==> src/rtl/subleq_pkg.sv <==
// Shared definitions for the SUBLEQ sequencer: state encoding, instruction
// field positions and the default halt target.
package subleq_pkg;

    typedef enum logic [2:0] {
        ST_IDLE   = 3'd0,
        ST_FETCH  = 3'd1,
        ST_DECODE = 3'd2,
        ST_RD_A   = 3'd3,
        ST_RD_B   = 3'd4,
        ST_WRITE  = 3'd5,
        ST_HALT   = 3'd6
    } state_e;

    localparam int A_MSB = 23;
    localparam int A_LSB = 16;
    localparam int B_MSB = 15;
    localparam int B_LSB = 8;
    localparam int C_MSB = 7;
    localparam int C_LSB = 0;

    localparam logic [7:0] DEFAULT_HALT_ADDR = 8'hFF;

    typedef struct packed {
        logic [7:0] a;
        logic [7:0] b;
        logic [7:0] c;
    } instr_t;

endpackage

==> src/rtl/subleq_if.sv <==
// Program ROM and data RAM bus seen by the sequencer; the controller is the
// only master of both memories.
interface subleq_if;

    logic [7:0]  rom_addr;
    logic [23:0] rom_data;
    logic [7:0]  mem_addr;
    logic [7:0]  mem_rdata;
    logic [7:0]  mem_wdata;
    logic        mem_we;

    modport master (
        output rom_addr,
        input  rom_data,
        output mem_addr,
        input  mem_rdata,
        output mem_wdata,
        output mem_we
    );

    modport slave (
        input  rom_addr,
        output rom_data,
        input  mem_addr,
        output mem_rdata,
        input  mem_wdata,
        input  mem_we
    );

endinterface

==> src/rtl/subleq_alu.sv <==
// Combinational SUBLEQ arithmetic: wrapped difference mem[B]-mem[A] and the
// less-or-equal-to-zero branch condition taken from that wrapped result.
module subleq_alu (
    input  logic [7:0] op_a,
    input  logic [7:0] op_b,
    output logic [7:0] result,
    output logic       leq
);

    assign result = op_b - op_a;
    assign leq    = result[7] | (result == 8'h00);

endmodule

==> src/rtl/subleq_ctrl.sv <==
// SUBLEQ instruction sequencer: fetch, read A and B, write back B-A, then
// branch or fall through; halts on a taken branch to HALT_ADDR.
module subleq_ctrl
    import subleq_pkg::*;
#(
    parameter logic [7:0] HALT_ADDR = DEFAULT_HALT_ADDR
) (
    input  logic            CLK,
    input  logic            RST_N,
    input  logic            run,
    input  logic            step,
    subleq_if.master        bus,
    output logic [7:0]      pc,
    output logic            busy,
    output logic            retire,
    output logic            halted
);

    state_e     state_q, state_d;
    logic [7:0] pc_q, pc_d;
    instr_t     ir_q, ir_d;
    logic [7:0] op_a_q, op_a_d;
    logic [7:0] op_b_q, op_b_d;

    logic [7:0] result;
    logic       leq;
    logic       write_en;

    subleq_alu u_alu (
        .op_a   (op_a_q),
        .op_b   (op_b_q),
        .result (result),
        .leq    (leq)
    );

    // NOTE: sequential state uses non-blocking assignments only; every
    // register, including the operand/instruction latches, is reset so the
    // buses come out of reset at known values.
    always_ff @(posedge CLK) begin
        if (!RST_N) begin
            state_q <= ST_IDLE;
            pc_q    <= 8'h00;
            ir_q    <= '0;
            op_a_q  <= 8'h00;
            op_b_q  <= 8'h00;
        end else begin
            state_q <= state_d;
            pc_q    <= pc_d;
            ir_q    <= ir_d;
            op_a_q  <= op_a_d;
            op_b_q  <= op_b_d;
        end
    end

    // NOTE: every signal written below gets a default first so no path
    // through the case statement can infer a latch.
    always_comb begin
        state_d      = state_q;
        pc_d         = pc_q;
        ir_d         = ir_q;
        op_a_d       = op_a_q;
        op_b_d       = op_b_q;
        bus.rom_addr = pc_q;
        bus.mem_addr = 8'h00;
        bus.mem_wdata = 8'h00;
        write_en     = 1'b0;
        retire       = 1'b0;

        unique case (state_q)
            ST_IDLE: begin
                if (run || step) state_d = ST_FETCH;
            end
            ST_FETCH: begin
                state_d = ST_DECODE;
            end
            ST_DECODE: begin
                ir_d         = instr_t'(bus.rom_data);
                bus.mem_addr = bus.rom_data[A_MSB:A_LSB];
                state_d      = ST_RD_A;
            end
            ST_RD_A: begin
                op_a_d       = bus.mem_rdata;
                bus.mem_addr = ir_q.b;
                state_d      = ST_RD_B;
            end
            ST_RD_B: begin
                op_b_d       = bus.mem_rdata;
                bus.mem_addr = ir_q.b;
                state_d      = ST_WRITE;
            end
            ST_WRITE: begin
                bus.mem_addr  = ir_q.b;
                bus.mem_wdata = result;
                write_en      = 1'b1;
                retire        = 1'b1;
                pc_d          = leq ? ir_q.c : pc_q + 8'd1;
                if (leq && (ir_q.c == HALT_ADDR)) state_d = ST_HALT;
                else if (run)                      state_d = ST_FETCH;
                else                               state_d = ST_IDLE;
            end
            ST_HALT: begin
                state_d = ST_HALT;
            end
            default: begin
                state_d = ST_IDLE;
            end
        endcase

        // A reset landing on the WRITE edge abandons the instruction, so
        // the RAM must not see the write either.
        bus.mem_we = write_en & RST_N;
    end

    assign pc     = pc_q;
    assign busy   = (state_q != ST_IDLE) && (state_q != ST_HALT);
    assign halted = (state_q == ST_HALT);

endmodule

==> src/flat_wrapper.sv <==
// flat-port wrapper written by rule: the top's interface ports become plain ports
module subleq_ctrl_flat import subleq_pkg::*;
#(
    parameter logic [7:0] HALT_ADDR = DEFAULT_HALT_ADDR
)
  (CLK, RST_N, run, step, pc, busy, retire, halted, bus_rom_addr, bus_rom_data, bus_mem_addr, bus_mem_rdata, bus_mem_wdata, bus_mem_we);
  subleq_if bus_i ();
  input  logic CLK;
  input  logic RST_N;
  input  logic run;
  input  logic step;
  output logic [7:0] pc;
  output logic busy;
  output logic retire;
  output logic halted;
  output wire logic [$bits(bus_i.rom_addr)-1:0] bus_rom_addr;
  input wire logic [$bits(bus_i.rom_data)-1:0] bus_rom_data;
  output wire logic [$bits(bus_i.mem_addr)-1:0] bus_mem_addr;
  input wire logic [$bits(bus_i.mem_rdata)-1:0] bus_mem_rdata;
  output wire logic [$bits(bus_i.mem_wdata)-1:0] bus_mem_wdata;
  output wire logic [$bits(bus_i.mem_we)-1:0] bus_mem_we;
  assign bus_rom_addr = bus_i.rom_addr;
  assign bus_i.rom_data = bus_rom_data;
  assign bus_mem_addr = bus_i.mem_addr;
  assign bus_i.mem_rdata = bus_mem_rdata;
  assign bus_mem_wdata = bus_i.mem_wdata;
  assign bus_mem_we = bus_i.mem_we;
  subleq_ctrl #(.HALT_ADDR(HALT_ADDR)) u_core (.CLK(CLK), .RST_N(RST_N), .run(run), .step(step), .bus(bus_i), .pc(pc), .busy(busy), .retire(retire), .halted(halted));
endmodule
==> config.mk <==
export PLATFORM = sky130hd
export DESIGN_NAME = subleq_ctrl_flat
export DESIGN_NICKNAME = d
export VERILOG_FILES = /design/src/rtl/subleq_pkg.sv /design/src/rtl/subleq_if.sv /design/src/rtl/subleq_alu.sv /design/src/rtl/subleq_ctrl.sv /design/src/flat_wrapper.sv
export SDC_FILE = /design/constraint.sdc
export NUM_CORES = 1
export LEC_CHECK = 0
export CAP_MARGIN = 10
export CORE_MARGIN = 1
export CORE_UTILIZATION = 51
export DETAILED_ROUTE_END_ITERATION = 7
export HOLD_SLACK_MARGIN = 0.15
export PLACE_DENSITY = 0.86
export SLEW_MARGIN = 20
export SYNTH_ARGS = -nofsm -noshare
export SYNTH_HDL_FRONTEND = slang
export SYNTH_SLANG_ARGS = --single-unit
export TNS_END_PERCENT = 1
==> constraint.sdc <==
create_clock -name CLK -period 7.4 [get_ports CLK]
set_input_delay 1.11 -clock CLK [delete_from_list [all_inputs] [get_ports CLK]]
set_output_delay 1.11 -clock CLK [all_outputs]
set_load 0.005 [all_outputs]
* After elaboration in Yosys (flattened, before gate mapping)
Index checks and enable logic that the tools add are counted.
Word-level totals: flip-flop bits (word level) 43, input port bits 36, output and inout bits 36, logic and storage cells 34
Operators by class: add/sub/neg operators 2, equal/unequal tests 9, muxes and demuxes 8, bitwise operators 2, reductions and logical operators 7
Operators by type and width (number):
- 3-bit one-hot mux with 7 select lines | 1
- 8-bit two-way mux | 2
- 8-bit one-hot mux with 2 select lines | 1
- 3-bit equality test, second input constant | 3
- 8-bit by 1-bit adder with 8-bit output, second input constant | 1
- 8-bit equality test, second input constant | 1
- 8-bit logical NOT | 1
- 8-bit subtractor | 1
- 3-bit by 2-bit equality test with 1-bit output, second input constant | 2
- 3-bit two-way mux | 2
- 3-bit by 1-bit equality test with 1-bit output, second input constant | 1
- 3-bit logical NOT | 1
- 3-bit != test, second input constant | 1
- 3-bit nonzero test | 1
- 3-bit OR reduction | 1
- 1-bit logical AND | 2
- 1-bit two-way mux | 2
- 2-bit by 1-bit != test with 1-bit output, second input constant | 1
- 1-bit bitwise AND | 1
- 1-bit logical OR | 1
- 1-bit bitwise OR | 1

* Longest topological paths before layout
Gate-level depths: netlist of run 1.
depth in word-level cells 6, mapped depth 13, depth with buffers taken out 11

* By module
From an unflattened synthesis of run 1, not the netlist that was laid out.
Unflattened totals: cell total of the unflattened synthesis 303, area, all modules 2489.9 um^2
Modules (own cells, without submodules):
- subleq_ctrl | instances 1, cells each 255, area an instance 2135.8 um^2, seq. area each 860.8 um^2
- subleq_alu | instances 1, cells each 48, area an instance 354.1 um^2, seq. area each 0.0 um^2

* Worst setup path before layout of run 1
No wires, ideal clock.
path type in2out, from input RST_N, to output bus_mem_we, data arrival time 1837 ps, data required time 6290 ps, setup slack 4453 ps, cell stages on the path 4, buffers on the path 2, cells stage by stage inv_1 > clkbuf_1 > clkbuf_1 > nor2_1
Between the ends: cells in the longest elaborated chain, start to end 1
RTL lines:
- from (decl) | line flat_wrapper.sv:9 | input logic RST_N;
- 1-bit bitwise AND | line subleq_ctrl.sv:111 | bus.mem_we = write_en & RST_N;
- to (decl) | line flat_wrapper.sv:21 | output wire logic [$bits(bus_i.mem_we)-1:0] bus_mem_we;
No other way between the ends.

* Worst setup path after layout of run 1
from register u_core.state_q[0], to output bus_mem_wdata[7]
Between the ends: cells in the longest elaborated chain, start to end 2
RTL lines:
- from (decl) | line subleq_ctrl.sv:19 | state_e state_q, state_d;
- from (signal assigned) | line subleq_ctrl.sv:47 | state_q <= state_d;
- 3-bit equality test | line subleq_ctrl.sv:69 | unique case (state_q)
- 8-bit two-way mux | line subleq_ctrl.sv:69
- to (decl) | line flat_wrapper.sv:20 | output wire logic [$bits(bus_i.mem_wdata)-1:0] bus_mem_wdata;
No other way between the ends.

==> results of run 1 <==
==> critical path: cells and delay by family (launching register included) <==
family	cells	cell delay (ns)
buffers and inverters	2	0.93
DFF	1	0.77
and+or+nand+nor	3	0.90
==> area by class of cell <==
cell class	count	area (µm²)
Timing Repair Buffer	72	718
Fill cell	370	1280
Tap cell	52	65.1
Clock inverter	2	35.0
Sequential cell	43	861
Clock buffer	6	82.6
Inverter	11	41.3
Multi-Input combinational cell	242	1390
==> worst min path at each step <==
stage                          start                to  slack (ns)  cells past startpoint
detailed placement  u_core.op_a_q[5]  u_core.op_a_q[5]        0.45                      2
floorplan           u_core.op_a_q[1]  u_core.op_a_q[1]        0.44                      2
global placement    u_core.op_a_q[1]  u_core.op_a_q[1]        0.44                      2
finish              u_core.op_a_q[5]  u_core.op_a_q[5]        0.46                      2
CTS                 u_core.op_a_q[5]  u_core.op_a_q[5]        0.46                      2
global route        u_core.op_a_q[1]  u_core.op_a_q[1]        0.49                      2
==> flip-flops by register name (all words and copies together) (netlist names) <==
| register | flops |
|---|---|
| u_core.bus.rom_addr | 8 |
| u_core.op_a_q | 8 |
| u_core.op_b_q | 8 |
| u_core.ir_q | 16 |
| u_core.state_q | 3 |
==> cell families (layout without fill, tap and decap cells) <==
family / Yosys count / in the layout / share of synthesized area, %
muxes: 10 / 10 / 4.10
DFF: 43 / 43 / 35.3
adders and majority gates: 10 / 10 / 5.44
buffers and inverters: 39 / 91 / 7.85
xor gates and xnor gates: 7 / 7 / 2.82
AOI/OAI and AO/OA: 72 / 72 / 18.0
and+or+nand+nor: 143 / 143 / 26.5
==> power groups by stage <==
stage | clock (mW) | sequential (mW) | combinational, mW
2_1_floorplan | 0 | 0.252 | 0.108
3_3_place_gp | 0 | 0.258 | 0.131
3_5_place_dp | 0 | 0.259 | 0.133
4_1_cts | 0.194 | 0.254 | 0.135
5_1_grt | 0.202 | 0.256 | 0.150
6_report | 0.193 | 0.254 | 0.136
==> metal layers <==
layer	share of wire [%]	vias to the layer above
li1	-	1192
met4	1.7	0
met5	0	-
met2	49	79
met3	5.8	12
met1	43	1087
==> stage by stage <==
| stage | util, % | instances |
|---|---|---|
| after floorplan | - | 324 |
| after global placement | 68.7 | 420 |
| after detailed placement | 68.7 | 420 |
| after CTS | 71.3 | 428 |
| after global routing | 71.4 | 428 |
| final | 71.4 | 428 |
==> placed cells by master (no fill, tap or decap), drive strengths merged, types with 4 or more instances in the layout <==
| master | Yosys | layout |
|---|---|---|
| nand4 | 4 | 4 |
| o211ai | 4 | 4 |
| and2 | 4 | 4 |
| dfxtp | 43 | 43 |
| clkbuf | 15 | 6 |
| ha | 9 | 9 |
| clkdlybuf4s50 | 0 | 71 |
| nand2 | 82 | 82 |
| nor2b | 5 | 5 |
| xnor2 | 4 | 4 |
| o21ai | 15 | 15 |
| nand2b | 5 | 5 |
| nor2 | 18 | 18 |
| mux2i | 10 | 10 |
| a21oi | 37 | 37 |
| nand3 | 9 | 9 |
| inv | 11 | 11 |
==> impl_metrics.toml, run 1 <==
[timing]
fin_crit_sh_pct = 54.3
fin_skew_ns = 0.00341
setup_viol = 0
drv_slew = 0
fin_tns_setup_ns = 0
max_freq_mhz = 249
hold_viol_final = 0
post-route-worst-setup-slack_ns = 3.38
max_slew_margin_pct = 36.6
period_needed_ns = 4.02
worst_pin_slew_ns = 0.951
rsz0062_at_grt = "no"
timing.hold.ws_ns = 0.465

[setup_path]
crit_type = "reg -> out"
arrival_ns = 2.91
cp-end-kind = "primary output"
r2r_setup_slack_ns = 4.31
crit_start = "u_core.state_q[0]"
slowest_delay_ns = 0.77
crit_fanout = 20
startpoint_type = "register"
crit_path_top_delay_cell = "dfxtp_1"
reg2regPathDepth = 11
r2r-end = "u_core.state_q[1]"
crit_path_end = "bus_mem_wdata[7]"
path_cells = "nor2b_1, nand2_1, inv_1, and2_2, clkdlybuf4s50_1"
critPathRequiredTime_ns = 6.29
r2r-start = "u_core.op_b_q[0]"

[job]
max_cap_violations = 0

[power]
p_per_area_nw_per_um2 = 183
seq_power_share_pct = 43.6
clockPowerShare_pct = 33.1
p_leak_nw = 1.10
switching_share_pct = 29.3
p_total_mw = 0.583
p_sw_mw = 0.171
combinationalPowerShare_pct = 23.3
p_int_mw = 0.412
ir_drop_v = 0.000128

[die]
coreArea_um2 = 4470
num_rows = 24
initial_core_util_pct = 54.5
chipHeight_um = 71.2
die_w_um = 71.2
dieArea_um2 = 5060
num_io_pins = 72

[drt]
route.detailed.drc = 3
antenna_left = 0
num_vias = 2370
drtPass1Iterations = 7
wl_um = 6050
via_per_inst = 5.54
post_drt_wl_per_cell_um = 14.1
drt_iter0_markers = 209

[layout]
diodes = 0
final_area_um2 = 3190
drive_gt1_share_pct = 4.52
layout.nets = 421
area_growth_pct = 30.9

[placement]
post-place-ws_ns = 3.51
io_buffer_count = 71
hpwl_um = 4180
gp_congestion = 0.803
placed_area_um2 = 3070

[clock_tree]
path_clk_slew_ns = 0.08
cts_resized = 0
clock_latency_ns = 0.30
cts_root_buf = "clkbuf_8"
cts_max_level = 2
clock_sink_count = 43
cts_hold_buf = 0
cts_tree = "done"
numCtsBuffers = 5
post-cts-setup-buffer-count = 0
cts_buffer_depth = 2

[synthesis]
syn_nets = 370
avgSynthCellArea_um2 = 7.53
netlist_area_um2 = 2440
ys_types = 48
synth_common_cells = "nand2_1 (82), dfxtp_1 (43), a21oi_1 (36), nor2_1 (18), clkbuf_1 (15)"
synth_async_sr_flop_share_pct = 0
yosysWarningCount = 0
synth_top_cell_by_area = "dfxtp_1"
synth_edf_count = 0
yosysMostFrequentCell = "nand2_1"
synthCells = 324
ys_top_cells_by_area = "dfxtp_1 (35%), nand2_1 (13%), a21oi_1 (7.4%), ha_1 (4.6%), mux2i_1 (4.1%)"
yosysSeqAreaShare_pct = 35.3
synth.top_cell.area_share_pct = 35.3
ys_seq_elements = 43
synth_ff_type = "dfxtp_1"

[grt]
antenna_found_initial = 0
use_met2_pct = 44.9
grt_pass1_vias = 2359
use_met3_pct = 4.99
gr-total-overflow = 0
grtUsageMet1_pct = 30.3
grt_pass1_wl_um = 10400
top_usage_layer = "met2"
grtUsageTotal_pct = 25.9
grt_max_degree = 40

[outcome]
violations = "DRC"
status = "finished, violations left"

[min_path]
min_path_type = "reg -> reg"
No activity file was read; power rests on OpenSTA's default activity.
==> run 2: changes to the inputs <==
Settings changed: CORE_UTILIZATION 51 to 43, PLACE_DENSITY 0.86 to 0.78.
Clock period 7.4 ns to 3.3 ns, I/O delays scaled along.
==> run 2 against run 1 <==
- the flow now finishes without violations
- final area up 2.1%
- die area grew 18%
- sequential share of layout area down 0.55 points
- hold slack got worse by 0.00093 ns
- clock power is 120% higher
- largest cell class unchanged
- largest power group unchanged
==> impl_metrics.toml, run 2 (synthesis gave the netlist of run 1 again) <==
[outcome]
status = "completed"

[drt]
antenna_left = 0
wl_um = 6020
drtPass1Iterations = 4
post_drt_wl_per_cell_um = 13.3
num_vias = 2396
via_per_inst = 5.28
route.detailed.drc = 0
drt_iter0_markers = 157

[grt]
grt_pass1_wl_um = 10200
gr-total-overflow = 0
grtUsageTotal_pct = 20.9
antenna_found_initial = 0
grt_max_degree = 40
grt_pass1_vias = 2325

[layout]
layout.nets = 427
final_cell_mix = "nand2_1 (82), clkdlybuf4s50_1 (71), dfxtp_1 (43)"
multiInputGateArea_um2 = 1390
largest_register_ffs = 16
final_core_util_pct = 59.6
top_register = "u_core.ir_q"
diodes = 0
mostFrequentLayoutCell = "nand2_1"
final.fill_count = 509
register_area_um2 = 861
drive_gt1_share_pct = 5.76
area_growth_pct = 33.6

[setup_path]
critical_path.most_common_cell = "inv_1"
r2r-start = "u_core.op_b_q[0]"
reg2regPathDepth = 12
r2r-end = "u_core.bus.rom_addr[2]"
r2r_setup_slack_ns = 0.56
critPathRequiredTime_ns = 2.80
cp-end-kind = "primary output"
arrival_ns = 2.55
crit_path_top_delay_cell = "clkdlybuf4s50_1"
crit_type = "reg -> out"
crit_buf_inv = 3
startpoint_type = "register"
slowest_delay_ns = 0.45
crit_fanout = 2
critical-path-top-delay-family = "buffers and inverters"
path_cells = "inv_1, ha_1, inv_1, fa_1, a211oi_2, o21bai_1, a21oi_2, xor2_2, nor2_1, clkdlybuf4s50_1"

[clock_tree]
cts_tree = "done"
clock_latency_ns = 0.30
cts_buffer_depth = 2
clock_sink_count = 43
numCtsBuffers = 5
post-cts-setup-buffer-count = 0
cts_root_buf = "clkbuf_8"
path_clk_slew_ns = 0.08
cts_resized = 0
cts_hold_buf = 0
cts_max_level = 2

[timing]
timing.hold.ws_ns = 0.464
setup_viol = 0
max_slew_margin_pct = 51.1
max_freq_mhz = 328
fin_tns_setup_ns = 0
fin_crit_sh_pct = 92.3
drv_slew = 0
period_needed_ns = 3.05
fin_skew_ns = 0.00829
rsz0062_at_grt = "no"
hold_viol_final = 0
post-route-worst-setup-slack_ns = 0.254
worst_pin_slew_ns = 0.732

[die]
num_rows = 27
die_w_um = 77.3
initial_core_util_pct = 44.6
chipHeight_um = 77.3
dieArea_um2 = 5980
num_io_pins = 72
coreArea_um2 = 5470

[placement]
hpwl_um = 4340
io_buffer_count = 71
gp_congestion = 0.854
post-place-ws_ns = 0.565

[min_path]
holdPathStages = 2
min_path_type = "reg -> reg"
hp-start = "u_core.op_a_q[4]"
hold_path_end = "u_core.op_a_q[4]"

[power]
ir_drop_v = 0.000251
p_per_area_nw_per_um2 = 403
p_total_mw = 1.31
p_leak_nw = 1.13

[job]
max_cap_violations = 0
==> run 2: final cells by class <==
type,instances,share of cell area [%]
tap,72,2.76
multi-input combinational,242,42.6
inverter,11,1.27
timing repair buffer,78,23.4
sequential,43,26.4
clock inverter,3,1.46
clock buffer,5,2.11
==> run 2: tightest hold or removal path: stages (launching register included) <==
cell and delay, ns:
dfxtp_1 0.32, nand2_1 0.05, a21oi_1 0.05
==> run 2: per-stage QoR <==
step / cells / instance area [µm²]
3_3_place_gp: 446 / 3140
6_report: 454 / 3260
5_1_grt: 454 / 3260
3_5_place_dp: 446 / 3140
2_1_floorplan: 324 / 2440
4_1_cts: 454 / 3260
==> run 2: how the worst max path moves through the flow <==
stage | start | to | slack, ns | cells past startpoint
5_1_grt | u_core.op_b_q[0] | bus_mem_wdata[6] | 0.09 | 10
2_1_floorplan | u_core.op_b_q[0] | u_core.state_q[0] | 0.93 | 12
6_report | u_core.op_b_q[0] | bus_mem_wdata[6] | 0.25 | 10
4_1_cts | u_core.op_b_q[0] | bus_mem_wdata[6] | 0.23 | 10
3_5_place_dp | u_core.op_b_q[0] | bus_mem_wdata[6] | 0.56 | 10
3_3_place_gp | u_core.op_b_q[0] | bus_mem_wdata[6] | 0.62 | 10
==> run 2: power by group <==
group / internal (mW) / leakage [nW] / switching (mW) / total (mW)
Clock: 0.229 / 0.0587 / 0.196 / 0.425
Combinational: 0.152 / 0.720 / 0.176 / 0.327
Sequential: 0.541 / 0.348 / 0.0198 / 0.561
==> run 2: routing by layer <==
metal  up-vias  wire (µm)  track usage, %
met5         -          0               0
li1       1208          -               -
met1      1097       2560            25.5
met2        80       2930            36.1
met4         0        111            7.92
met3        11        418            3.69
